<file path="config.mk">
export PLATFORM = sky130hd
export DESIGN_NAME = ppg_slot_scheduler
export DESIGN_NICKNAME = d
export VERILOG_FILES = /design/src/rtl/ppg_slot_scheduler_pkg.sv /design/src/rtl/ppg_slot_scheduler_phase_averager.sv /design/src/rtl/ppg_slot_scheduler.sv
export SDC_FILE = /design/constraint.sdc
export NUM_CORES = 1
export LEC_CHECK = 0
export ABC_AREA = 0
export CAP_MARGIN = 20
export CORE_ASPECT_RATIO = 1.2
export CORE_MARGIN = 1
export CORE_UTILIZATION = 60
export CTS_CLUSTER_DIAMETER = 150
export CTS_CLUSTER_SIZE = 40
export DETAILED_ROUTE_END_ITERATION = 10
export PLACE_DENSITY_LB_ADDON = 0.1
export SLEW_MARGIN = 20
export SYNTH_ARGS = -nofsm -noshare
export SYNTH_HDL_FRONTEND = slang
export SYNTH_SLANG_ARGS = --single-unit
</file>
<file path="constraint.sdc">
create_clock -name CLK -period 11.25 [get_ports CLK]
set_clock_uncertainty 0.2 [all_clocks]
set_input_delay 1.125 -clock CLK [delete_from_list [all_inputs] [get_ports CLK]]
set_output_delay 1.125 -clock CLK [all_outputs]
set_load 0.005 [all_outputs]
</file>
<file path="src/rtl/ppg_slot_scheduler_pkg.sv">
// Shared types and constants for the PPG slot scheduler.
//   state_t  : scheduler phase encoding
//   cfg_t    : one full set of analog settings (red/IR DC_Comp + PGA, LED drive)
//   CFG_RST  : settings value after reset
package ppg_slot_scheduler_pkg;
  localparam int DC_W  = 7;
  localparam int PGA_W = 4;
  localparam int DRV_W = 4;

  localparam logic [DC_W-1:0] DC_RST = 7'd127;

  typedef enum logic [2:0] {
    ST_IDLE   = 3'd0,
    ST_RED    = 3'd1,
    ST_DARK_A = 3'd2,
    ST_IR     = 3'd3,
    ST_DARK_B = 3'd4
  } state_t;

  typedef struct packed {
    logic [DC_W-1:0]  red_dc;
    logic [PGA_W-1:0] red_pga;
    logic [DC_W-1:0]  ir_dc;
    logic [PGA_W-1:0] ir_pga;
    logic [DRV_W-1:0] drive;
  } cfg_t;

  localparam cfg_t CFG_RST = '{red_dc: DC_RST, red_pga: 4'd0,
                               ir_dc: DC_RST, ir_pga: 4'd0, drive: 4'd0};
endpackage

</file>
<file path="src/rtl/ppg_slot_scheduler_phase_averager.sv">
// Clear/accumulate/shift unit shared by all four phases.
//   clr      : start a fresh sum this cycle (phase counter 0)
//   acc      : add adc this cycle (sample window)
//   avg_next : average including this cycle's contribution, so the owner
//              can latch the phase result on the phase's last edge
module ppg_slot_scheduler_phase_averager #(
  parameter int AVG_LOG2 = 2
) (
  input  logic       CLK,
  input  logic       rst,
  input  logic       clr,
  input  logic       acc,
  input  logic [7:0] adc,
  output logic [7:0] avg_next
);
  localparam int SW = 8 + AVG_LOG2;

  logic [SW-1:0] sum, sum_next;

  always_comb begin
    sum_next = clr ? '0 : sum;
    if (acc) sum_next = sum_next + SW'(adc);
  end

  always_ff @(posedge CLK) begin
    if (rst) sum <= '0;
    else     sum <= sum_next;
  end

  assign avg_next = sum_next[SW-1:AVG_LOG2];
endmodule

</file>
<file path="src/rtl/ppg_slot_scheduler.sv">
// PPG time-slot scheduler: RED -> DARK_A -> IR -> DARK_B frames, per-phase
// settle + averaging, results published once per frame with frame_valid.
//   CLK, rst (sync, active high), enable
//   cfg_* / cfg_valid / cfg_ready : settings handshake, applied at frame start
//   ADC                           : front-end sample
//   LED_RED, LED_IR, LED_DRIVE, DC_Comp, PGA_Gain : applied analog controls
//   RED/IR/AMB_ADC_Value, frame_valid, busy       : frame results / status
module ppg_slot_scheduler
  import ppg_slot_scheduler_pkg::*;
#(
  parameter int SETTLE_CYCLES = 4,
  parameter int AVG_LOG2      = 2
) (
  input  logic             CLK,
  input  logic             rst,
  input  logic             enable,
  input  logic             cfg_valid,
  output logic             cfg_ready,
  input  logic [DC_W-1:0]  cfg_red_dc,
  input  logic [PGA_W-1:0] cfg_red_pga,
  input  logic [DC_W-1:0]  cfg_ir_dc,
  input  logic [PGA_W-1:0] cfg_ir_pga,
  input  logic [DRV_W-1:0] cfg_led_drive,
  input  logic [7:0]       ADC,
  output logic             LED_RED,
  output logic             LED_IR,
  output logic [DRV_W-1:0] LED_DRIVE,
  output logic [DC_W-1:0]  DC_Comp,
  output logic [PGA_W-1:0] PGA_Gain,
  output logic [7:0]       RED_ADC_Value,
  output logic [7:0]       IR_ADC_Value,
  output logic [7:0]       AMB_ADC_Value,
  output logic             frame_valid,
  output logic             busy
);
  localparam int PHASE_LEN = SETTLE_CYCLES + (1 << AVG_LOG2);
  localparam int CW        = $clog2(PHASE_LEN + 1);
  localparam logic [CW-1:0] LAST     = CW'(PHASE_LEN - 1);
  localparam logic [CW-1:0] SETTLE_C = CW'(SETTLE_CYCLES);

  state_t        state;
  logic [CW-1:0] cnt;
  cfg_t          act, pend, act_next, cfg_in;
  logic          pend_full, hs, phase_end, frame_start;
  logic [7:0]    avg_next, red_avg, ir_avg, da_avg;
  logic [8:0]    amb_sum;

  assign busy      = (state != ST_IDLE);
  assign cfg_ready = ~pend_full;
  assign hs        = cfg_valid & cfg_ready;
  assign cfg_in    = '{red_dc: cfg_red_dc, red_pga: cfg_red_pga,
                       ir_dc: cfg_ir_dc, ir_pga: cfg_ir_pga, drive: cfg_led_drive};

  assign phase_end   = busy && (cnt == LAST);
  assign frame_start = enable && ((state == ST_IDLE) || (state == ST_DARK_B && phase_end));

  // An offer accepted on the frame-start edge bypasses pending and goes live now.
  always_comb begin
    act_next = act;
    if (frame_start) begin
      if (hs)             act_next = cfg_in;
      else if (pend_full) act_next = pend;
    end
  end

  ppg_slot_scheduler_phase_averager #(.AVG_LOG2(AVG_LOG2)) u_avg (
    .CLK      (CLK),
    .rst      (rst),
    .clr      (cnt == '0),
    .acc      (busy && (cnt >= SETTLE_C)),
    .adc      (ADC),
    .avg_next (avg_next)
  );

  // DARK_B's average is never stored: it is folded straight into AMB.
  assign amb_sum = {1'b0, da_avg} + {1'b0, avg_next};

  always_ff @(posedge CLK) begin
    if (rst) begin
      state         <= ST_IDLE;
      cnt           <= '0;
      LED_RED       <= 1'b0;
      LED_IR        <= 1'b0;
      LED_DRIVE     <= '0;
      DC_Comp       <= DC_RST;
      PGA_Gain      <= '0;
      RED_ADC_Value <= '0;
      IR_ADC_Value  <= '0;
      AMB_ADC_Value <= '0;
      frame_valid   <= 1'b0;
      act           <= CFG_RST;
      pend          <= CFG_RST;
      pend_full     <= 1'b0;
      red_avg       <= '0;
      ir_avg        <= '0;
      da_avg        <= '0;
    end else begin
      frame_valid <= 1'b0;
      act         <= act_next;
      LED_DRIVE   <= act_next.drive;

      if (frame_start) pend_full <= 1'b0;
      else if (hs) begin
        pend      <= cfg_in;
        pend_full <= 1'b1;
      end

      if (state == ST_IDLE) begin
        if (enable) begin
          state    <= ST_RED;
          cnt      <= '0;
          LED_RED  <= 1'b1;
          DC_Comp  <= act_next.red_dc;
          PGA_Gain <= act_next.red_pga;
        end
      end else if (!phase_end) begin
        cnt <= cnt + 1'b1;
      end else begin
        cnt <= '0;
        case (state)
          ST_RED: begin
            red_avg <= avg_next;
            LED_RED <= 1'b0;
            state   <= ST_DARK_A;
          end
          ST_DARK_A: begin
            da_avg   <= avg_next;
            LED_IR   <= 1'b1;
            DC_Comp  <= act.ir_dc;
            PGA_Gain <= act.ir_pga;
            state    <= ST_IR;
          end
          ST_IR: begin
            ir_avg <= avg_next;
            LED_IR <= 1'b0;
            state  <= ST_DARK_B;
          end
          ST_DARK_B: begin
            frame_valid   <= 1'b1;
            RED_ADC_Value <= red_avg;
            IR_ADC_Value  <= ir_avg;
            AMB_ADC_Value <= amb_sum[8:1];
            if (enable) begin
              state    <= ST_RED;
              LED_RED  <= 1'b1;
              DC_Comp  <= act_next.red_dc;
              PGA_Gain <= act_next.red_pga;
            end else begin
              state <= ST_IDLE;
            end
          end
          default: state <= ST_IDLE;
        endcase
      end
    end
  end
endmodule

</file>
==> metrics.md, run 1 <==
| Metric | Value |
|---|---|
| Layout area overhead | `19.7%` |
| Synth Flop Type | `dfxtp_1` |
| Syn_area_per_cell | `between 7 and 8 um2` |
| Vias in the first global route | `6006` |
| TritonCTS clock tree | `yes` |
| Detail Route met2 WL | `9170 um` |
| # IOs | `82` |
| Final worst-path cycle share | `42.3%` |
| CTS clock-pin slew for the worst setup and hold paths | `0.06 ns` |
| CTS max path bufs | `2` |
| Most area-consuming cells after synthesis | `dfxtp_1, nand2_1, a21oi_1` |
| Pwr dens | `~150 mW/mm2` |
| Final setup fails | `0` |
| Via/cell ratio | `6.30` |
| Die Y | `116 um` |
| Yosys warnings | `0` |
| Share of layout cells above drive strength 1 | `6.97%` |
| Synth Net Count | `between 800 and 900` |
| Combinational power share | `11.2%` |
| Final worst path period need | `4.76 ns` |
| Syn Std Cell Area | `between 0.006 and 0.007 mm2` |
| Initial antenna violation count | `0` |
| H-tree levels | `4` |
| # rows | `41` |
| Most frequent cell after synthesis | `nand2_1` |
| Seq/Total Area, Yosys | `40.5%` |
| Grt ovf | `0` |
| CTS root buffer | `clkbuf_16` |
| Post-synth EDFFs | `0` |
| Largest net degree at the start of global routing | `100` |
| Detailed placement HPWL | `around 12000 um` |
| F_max | `210 MHz` |
| Internal power | `0.874 mW` |
| Nets | `916` |
| Dominant cell type by area after synthesis | `dfxtp_1` |
| CTS Buf Count | `17` |
| DR WL met3 | `around 1000 um` |
| CTS resizes | `0` |
| DRT antenna net count | `0` |
| Drt first-iter violations | `431` |
| Final Worst Setup Slack | `between 6 and 7 ns` |
| Router iterations before antenna repair | `5` |
| Yosys cell types | `79` |
| Worst Path Arrival | `4.91 ns` |
| Power share of the sequential group | `43.1%` |
| DRC viols | `0` |
| Hold Vio Cnt, Final | `0` |
| Final wirelength | `17300 um` |
| Critical path capture point type | `register` |
| GP Congestion | `0.881` |
| Switching Share | `25.7%` |
| Status | `finished clean` |
| Initial Util | `61.7%` |
| Max FO, Critical Path | `23` |
| WL per Instance | `17.2 um` |
| Req. time, crit path | `11.40 ns` |
| Core area | `approximately 0.011 mm2` |
| Max-slew violation count | `0` |
| Worst slew pin tran | `1.05 ns` |
| Hold buffer count at cts | `0` |
| Post-synth ARST share | `0%` |
| Lkg Pwr | `roughly 3 nW` |
| Maximum VDD drop | `roughly 0.00012 V` |
| Clock power frac | `45.7%` |
| Place WS | `6.27 ns` |
| Top routing layer in use | `met4` |
| Hold Crit Class | `register to register` |
| NetSw | `0.302 mW` |
| Layout fillers | `812` |
| Worst setup path class | `register to register` |
| RSZ-0062 raised after global routing | `no` |
| Diode count | `0` |
| Met1 WL | `roughly 6600 um` |
| Skew-Pair Late Insertion Delay | `0.42 ns` |
| Total setup buffers inserted after CTS | `0` |
| Clock Sinks | `132` |
| Die Wd | `97.1 um` |
| Rel. slew slack | `30.2%` |
| Commonest cells in the netlist | `nand2_1, dfxtp_1, nor2_1` |
| Yosys top cell area share | `40.5%` |
| Crit start category | `register` |
| Max Cap Violations | `0` |
| Setup TNS | `0 ns` |
| Cells after Synth | `825` |
| Die area | `0.0113 mm2` |
| First-pass GRT wire length | `roughly 28000 um` |
| Vias | `6322` |
| Gr usage total | `a little under a third` |
| IO Port Bufs | `81` |
| Synth Register Bits | `132` |
-- logic make-up after synthesis --
group                      share of synthesized area (%)
xor gates and xnor gates                            1.32
muxes                                              0.845
and+or+nand+nor                                     24.1
DFF                                                 40.5
buffers and inverters                               5.61
AOI/OAI and AO/OA                                   24.1
adders and majority gates                           3.46
-- layer usage --
layer  GRT usage, %  vias to the layer above
li1               -                     3003
met1           33.8                     2996
met2           57.9                      263
met4           14.9                        0
met3           5.21                       60
met5              0                        -
-- path summary, 6_finish.rpt --
path | endpoint | slack [ns] | cells past startpoint | start
min reg2reg | pend[3] | 0.25 | 2 | pend[3]
min | pend[3] | 0.25 | 2 | pend[3]
max | AMB_ADC_Value[6] | 6.49 | 17 | cnt[0]
max reg2reg | AMB_ADC_Value[6] | 6.49 | 17 | cnt[0]
-- layout by cell type (no fill, tap or decap), drive strengths merged, types with 7 or more instances in the layout --
master / synthesis / final
a211oi: 27 / 27
a21o: 16 / 16
a21oi: 62 / 62
and2: 13 / 13
and3: 9 / 9
clkbuf: 42 / 21
clkdlybuf4s50: 0 / 80
clkinv: 1 / 8
dfxtp: 132 / 132
ha: 14 / 14
inv: 13 / 14
nand2: 154 / 154
nand3: 31 / 31
nor2: 81 / 81
nor3: 16 / 16
o21ai: 42 / 42
o22ai: 30 / 30
xnor2: 7 / 7
-- power by group through the flow --
stage                     combinational, mW  sequential (mW)  clock, mW
final                                 0.132            0.507      0.537
after global routing                  0.144            0.509      0.560
after CTS                             0.131            0.506      0.541
after detailed placement              0.130            0.516          0
after global placement                0.126            0.515          0
after floorplan                      0.0903            0.510          0
-- critical path: stages (launching register included) --
cell,delay [ns]
dfxtp_1,0.35
inv_1,0.07
ha_1,0.19
or3b_4,0.53
and2_1,0.26
ha_1,0.30
a21o_1,0.20
a32o_1,0.32
o211ai_2,0.25
and3_1,0.34
mux2i_1,0.28
nand2_1,0.09
ha_1,0.36
nor2b_1,0.16
o21ai_0,0.14
o21ai_0,0.11
or4_1,0.48
nand3_1,0.08
-- sequential cells by signal (all words and copies together), names as in the netlist, 3 cells and up --
name and count:
state 3, ir_avg 8, RED_ADC_Value 8, AMB_ADC_Value 8, IR_ADC_Value 8, u_avg.sum 10
act 26, pend 26, da_avg 8, red_avg 8, DC_Comp 7, PGA_Gain 4
cnt 4
-- final cells by class --
type	instances	area, um2	share of cell area, %
clock buffer	21	480	6.16
clock inverter	11	100	1.28
multi-input combinational	611	3520	45.1
timing repair buffer	86	843	10.8
tap	129	161	2.07
sequential	132	2640	33.9
inverter	14	52.6	0.674
-- metrics by stage --
stage	instance area (um2)	hold slack [ns]	total power [mW]	utilization, %	std cells
final	7800	0.251	1.18	73.8	1004
after global placement	7210	0.240	0.641	68.3	972
after floorplan	6520	0.229	0.600	-	825
after detailed placement	7210	0.244	0.646	68.3	972
after global routing	7800	0.275	1.21	73.8	1004
after CTS	7790	0.253	1.18	73.8	1004
No activity file was read; power rests on OpenSTA's default activity.
==> run 2: changes to the inputs <==
- CORE_UTILIZATION: 60 -> 56
- clock period: 11.25 -> 4.94 ns (I/O delays scaled with it)
==> run 2 against run 1 <==
  * Global-route usage fell by 0.83 points
  * Register-to-register slack got worse by 6.1 ns
  * Count of clock-buffer cells in the layout grew 1
  * Combinational power up 130%
  * Non-clock buffer count up 5
  * Die area is 7.0% higher
==> metrics.md, run 2 (synthesized netlist as in run 1, its figures left out) <==
| Metric | Value |
|---|---|
| CTS resizes | `0` |
| TritonCTS clock tree | `yes` |
| Top cell by count, worst path | `ha_1` |
| Max Cap Violations | `0` |
| CTS max path bufs | `2` |
| Total setup buffers inserted after CTS | `0` |
| Critical path capture point type | `register` |
| Status | `finished clean` |
| CTS root buffer | `clkbuf_16` |
| IO Port Bufs | `81` |
| Share of layout cells above drive strength 1 | `6.83%` |
| Worst setup path class | `register to register` |
| Peak per-stage delay on the critical path | `0.50 ns` |
| Pwr dens | `346 mW/mm2` |
| Grt ovf | `0` |
| Max-slew violation count | `0` |
| Largest net degree at the start of global routing | `52` |
| RSZ-0062 raised after global routing | `no` |
| Clock Sinks | `132` |
| Gr usage total | `29.9%` |
| Final worst-path cycle share | `93.0%` |
| Req. time, crit path | `5.10 ns` |
| Final worst path period need | `4.60 ns` |
| Final setup fails | `0` |
| First-pass GRT wire length | `roughly 28000 um` |
| Commonest non-fill, non-tap cell in the layout | `nand2_1` |
| DRT antenna net count | `0` |
| CP max stage cell | `or4_1` |
| Lkg Pwr | `~3 nW` |
| Via/cell ratio | `6.05` |
| Maximum VDD drop | `0.000248 V` |
| GP Congestion | `between 0.8 and 0.9` |
| Hold buffer count at cts | `0` |
| CTS Buf Count | `17` |
| Drt first-iter violations | `~330` |
| F_max | `218 MHz` |
| Core area | `roughly 0.011 mm2` |
| Die area | `between 0.01 and 0.015 mm2` |
| # rows | `42` |
| Hold Vio Cnt, Final | `0` |
| Layout area overhead | `20.7%` |
| Crit start category | `register` |
| Nets | `921` |
| Router iterations before antenna repair | `5` |
| Setup TNS | `0 ns` |
| Max FO, Critical Path | `7` |
| Initial Util | `58.2%` |
| Vias | `6248` |
| Diode count | `0` |
| CTS clock-pin slew for the worst setup and hold paths | `0.06 ns` |
| Worst Path Arrival | `between 4 and 5 ns` |
| H-tree levels | `4` |
| Vias in the first global route | `6136` |
| Die Wd | `100 um` |
| WL per Instance | `16.9 um` |
| # IOs | `82` |
| Critical Path, Cell by Cell | `inv_1, ha_1, or3b_4, and2_1, ha_1, a21o_1, a32o_1, o211ai_2, and3_1, mux2i_1, nand2_1, ha_1, nor2b_1, o21ai_0, o21ai_0, or4_1, nand3_1` |
| Rel. slew slack | `a little over a quarter` |
| Largest regs | `act: 26 flops, pend: 26 flops, u_avg.sum: 10 flops` |
| Worst slew pin tran | `1.10 ns` |
| Detailed placement HPWL | `11800 um` |
| Most frequent cells in the layout | `nand2_1, dfxtp_1, clkdlybuf4s50_1, nor2_1, a21oi_1` |
| Final wirelength | `around 17000 um` |
| Final Total Pwr | `2.72 mW` |
| DRC viols | `0` |
| Die Y | `approximately 120 um` |
| Hold Crit Class | `register to register` |
| Initial antenna violation count | `0` |
| Skew-Pair Late Insertion Delay | `0.42 ns` |
==> run 2: cell count changes in the layout (fill, tap and decap cells not counted), moves of 2 or more <==
cell	change
buf_4	+5
clkbuf_1	+4
clkbuf_8	-3
clkinv_4	-3
bufinv_16	+2
==> run 2: worst paths after layout <==
check / startpoint / end / slack [ns] / cells after the start
worst max-delay path: cnt[0] / AMB_ADC_Value[6] / 0.34 / 17
worst min-delay path: pend[4] / pend[4] / 0.25 / 2
worst max register to register: cnt[0] / AMB_ADC_Value[6] / 0.34 / 17
worst min register to register: pend[4] / pend[4] / 0.25 / 2
==> run 2: final cells by class <==
type	instances	area, um2
Clock buffer	22	454
Clock inverter	9	129
Fill cell	937	3330
Inverter	14	52.6
Multi-Input combinational cell	611	3510
Sequential cell	132	2640
Tap cell	154	193
Timing Repair Buffer	91	881
==> run 2: per-layer routing <==
metal	track usage, %	routed length (um)	vias to the layer above
met5	0	0	-
met4	15.1	484	0
met3	5.90	899	38
met2	54.4	9270	216
met1	32.7	6760	2977
li1	-	-	3017
==> run 2: through the flow <==
stage          util (%)  hold slack, ns  cell area, um2  setup slack, ns  cells
2_1_floorplan         -           0.229            6520            0.575    825
3_3_place_gp       65.1           0.238            7280            0.603   1002
3_5_place_dp       65.1           0.245            7280            0.458   1002
4_1_cts            70.3           0.253            7870            0.376   1033
5_1_grt            70.3           0.268            7870            0.102   1033
6_report           70.3           0.250            7870            0.344   1033
==> run 2: power by group <==
part	total (mW)	internal, mW	switching, mW
Sequential	1.15	1.12	0.0384
Combinational	0.302	0.131	0.171
Clock	1.26	0.802	0.461
Total	2.72	2.05	0.671
==> run 2: critical path, delay by kind of cell (launching register included) <==
kind / cells / cell delay, ns
and+or+nand+nor: 7 / 1.78
AOI/OAI and AO/OA: 5 / 1.04
adders and majority gates: 3 / 0.82
DFF: 1 / 0.35
muxes: 1 / 0.27
buffers and inverters: 1 / 0.08
==> run 3: changes to the inputs <==
- GPL_TIMING_DRIVEN: default -> 0
- REMOVE_ABC_BUFFERS: default -> 1
==> run 3 against run 2 <==
  * Routed wire length shrank 3.6%
  * Total power is 2.3% lower
  * Clock power shrank 5%
  * Global-route usage fell by 1.0 points
  * Count of clock-buffer cells in the layout down 2
  * Via count is 0.51% lower
  * Sequential cell count did not move
  * Worst hold slack about the same
  * Critical path type unchanged
  * Critical endpoint is now AMB_ADC_Value[7]
  * Largest cell class unchanged
  * Largest power group unchanged
==> metrics.md, run 3 (synthesized netlist as in run 1, its figures left out) <==
| Metric | Value |
|---|---|
| Hold Vio Cnt, Final | `0` |
| DRC viols | `0` |
| Hold Crit Class | `register to register` |
| Lkg Pwr | `3.01 nW` |
| Layout area overhead | `21.0%` |
| H-tree levels | `4` |
| Die Y | `120 um` |
| Max FO, Critical Path | `6` |
| FF-to-FF End | `AMB_ADC_Value[7]` |
| Layout fillers | `923` |
| Vias in the first global route | `5818` |
| CTS Buf Count | `17` |
| Place WS | `0.137 ns` |
| Via/cell ratio | `6.05` |
| Diode count | `0` |
| Max Cap Violations | `0` |
| Pwr dens | `337 mW/mm2` |
| Die area | `0.0121 mm2` |
| Initial antenna violation count | `0` |
| Status | `finished clean` |
| Router iterations before antenna repair | `5` |
| Grt met3 use | `5.95%` |
| WL per Instance | `around 16 um` |
| F_max | `215 MHz` |
| Drt first-iter violations | `432` |
| Final setup fails | `0` |
| Share of layout cells above drive strength 1 | `between 7 and 8%` |
| Utilization after layout | `70.4%` |
| Final wirelength | `about 17000 um` |
| Req. time, crit path | `5.04 ns` |
| DRT antenna net count | `0` |
| Seq. cell area | `~0.0026 mm2` |
| CTS clock-pin slew for the worst setup and hold paths | `about 0.06 ns` |
| Worst Setup EP | `AMB_ADC_Value[7]` |
| Placed insts | `995` |
| Largest regs | `act: 26 flops, pend: 26 flops, u_avg.sum: 10 flops` |
| GRT Max-Usage Layer | `met2` |
| Post-route cell area | `0.00789 mm2` |
| Clock Sinks | `132` |
| Multi-input gate area | `roughly 0.0036 mm2` |
| Worst slew pin tran | `1.03 ns` |
| Largest net degree at the start of global routing | `59` |
| WHS | `0.250 ns` |
| Die Wd | `100 um` |
| IO Port Bufs | `81` |
| CTS max path bufs | `2` |
| Initial Util | `around three fifths` |
| Worst setup path class | `register to register` |
| R2r startpoint | `cnt[0]` |
| Max-slew violation count | `0` |
| Final worst path period need | `around 4.7 ns` |
| TritonCTS clock tree | `yes` |
| Reg-to-reg slack, setup | `0.28 ns` |
| Most frequent cells in the layout | `nand2_1, dfxtp_1, nor2_1, clkdlybuf4s50_1, a21oi_1` |
| Core area | `about 0.011 mm2` |
| R2R depth | `17` |
| # rows | `between 40 and 50` |
| Commonest non-fill, non-tap cell in the layout | `nand2_1` |
| Vias | `around 6200` |
| Nets | `about 920` |
| RSZ-0062 raised after global routing | `no` |
| Maximum VDD drop | `roughly 0.00029 V` |
| Gr usage total | `28.9%` |
| Crit. Startpoint | `cnt[0]` |
| Rel. slew slack | `a little under a third` |
| Detailed placement HPWL | `10800 um` |
| Final worst-path cycle share | `94.4%` |
| Skew-Pair Late Insertion Delay | `0.42 ns` |
| Grt ovf | `0` |
| CTS root buffer | `clkbuf_16` |
| # IOs | `82` |
| Worst Path Arrival | `4.76 ns` |
| Global Route met2 Usage | `50.8%` |
| Final Worst Setup Slack | `0.278 ns` |
| Finished Layout Cells | `1028` |
| Grt met1 use | `33.3%` |
| Crit start category | `register` |
| GP Congestion | `roughly 0.86` |
| Critical path capture point type | `register` |
| Placed cell area | `~0.0073 mm2` |
| First-pass GRT wire length | `27600 um` |
==> run 3: cell types whose count changed in the layout (fill, tap and decap cells not counted), moves of 2 or more <==
cell,previous run,this run
nand3_2,0,2
clkinvlp_4,2,5
clkbuf_1,4,1
bufinv_16,3,1
and3_2,0,2
buf_4,10,3
buf_16,0,2
nand3_1,31,29
and3_1,9,7
==> run 3: worst min path at each step <==
stage / start / end / depth (start not counted)
after floorplan: ir_avg[2] / IR_ADC_Value[2] / 2
after global placement: ir_avg[2] / IR_ADC_Value[2] / 2
after detailed placement: pend[4] / pend[4] / 2
after CTS: AMB_ADC_Value[3] / AMB_ADC_Value[3] / 2
after global routing: ir_avg[3] / IR_ADC_Value[3] / 2
final: ir_avg[2] / IR_ADC_Value[2] / 2
==> run 3: routing by layer <==
metal	share of wire, %	vias to the layer above
met4	2.8	0
met1	40	2903
met3	6.4	44
met2	51	253
met5	0	-
li1	-	3016
==> run 3: cell type report <==
cell class / instances / share of cell area (%)
Clock buffer: 20 / 5.79
Clock inverter: 11 / 1.32
Inverter: 14 / 0.682
Multi-Input combinational cell: 612 / 45.2
Sequential cell: 132 / 33.5
Tap cell: 154 / 2.44
Timing Repair Buffer: 85 / 11.1
==> run 3: power by group <==
part	internal [mW]	leakage (nW)	switching, mW	total [mW]
clock	0.716	0.261	0.481	1.20
sequential	1.12	1.07	0.0376	1.15
combinational	0.135	1.68	0.172	0.307
==> run 3: stage by stage <==
| step | power [mW] | setup TNS, ns |
|---|---|---|
| global placement | 1.46 | -86.80 |
| detailed placement | 1.47 | 0 |
| finish | 2.66 | 0 |
| CTS | 2.66 | 0 |
| floorplan | 1.33 | 0 |
| global route | 2.75 | 0 |
==> run 3: critical path, stage by stage, from the launching register on <==
cell       delay [ns]
dfxtp_1          0.35
inv_1            0.07
ha_1             0.22
or3b_4           0.43
and2_1           0.19
ha_1             0.22
fa_1             0.45
xnor2_1          0.35
nor2_1           0.12
xor2_2           0.33
nor2b_1          0.11
fa_1             0.42
a21o_1           0.21
a21oi_1          0.23
o21bai_1         0.12
a211o_1          0.31
o2111ai_1        0.11
a31oi_1          0.12
==> run 3: timing repair <==
item,in CTS,in global routing
hold buffers,0,0
endpoints found under the setup margin,0,5
setup buffers,0,1
resized for setup,0,3
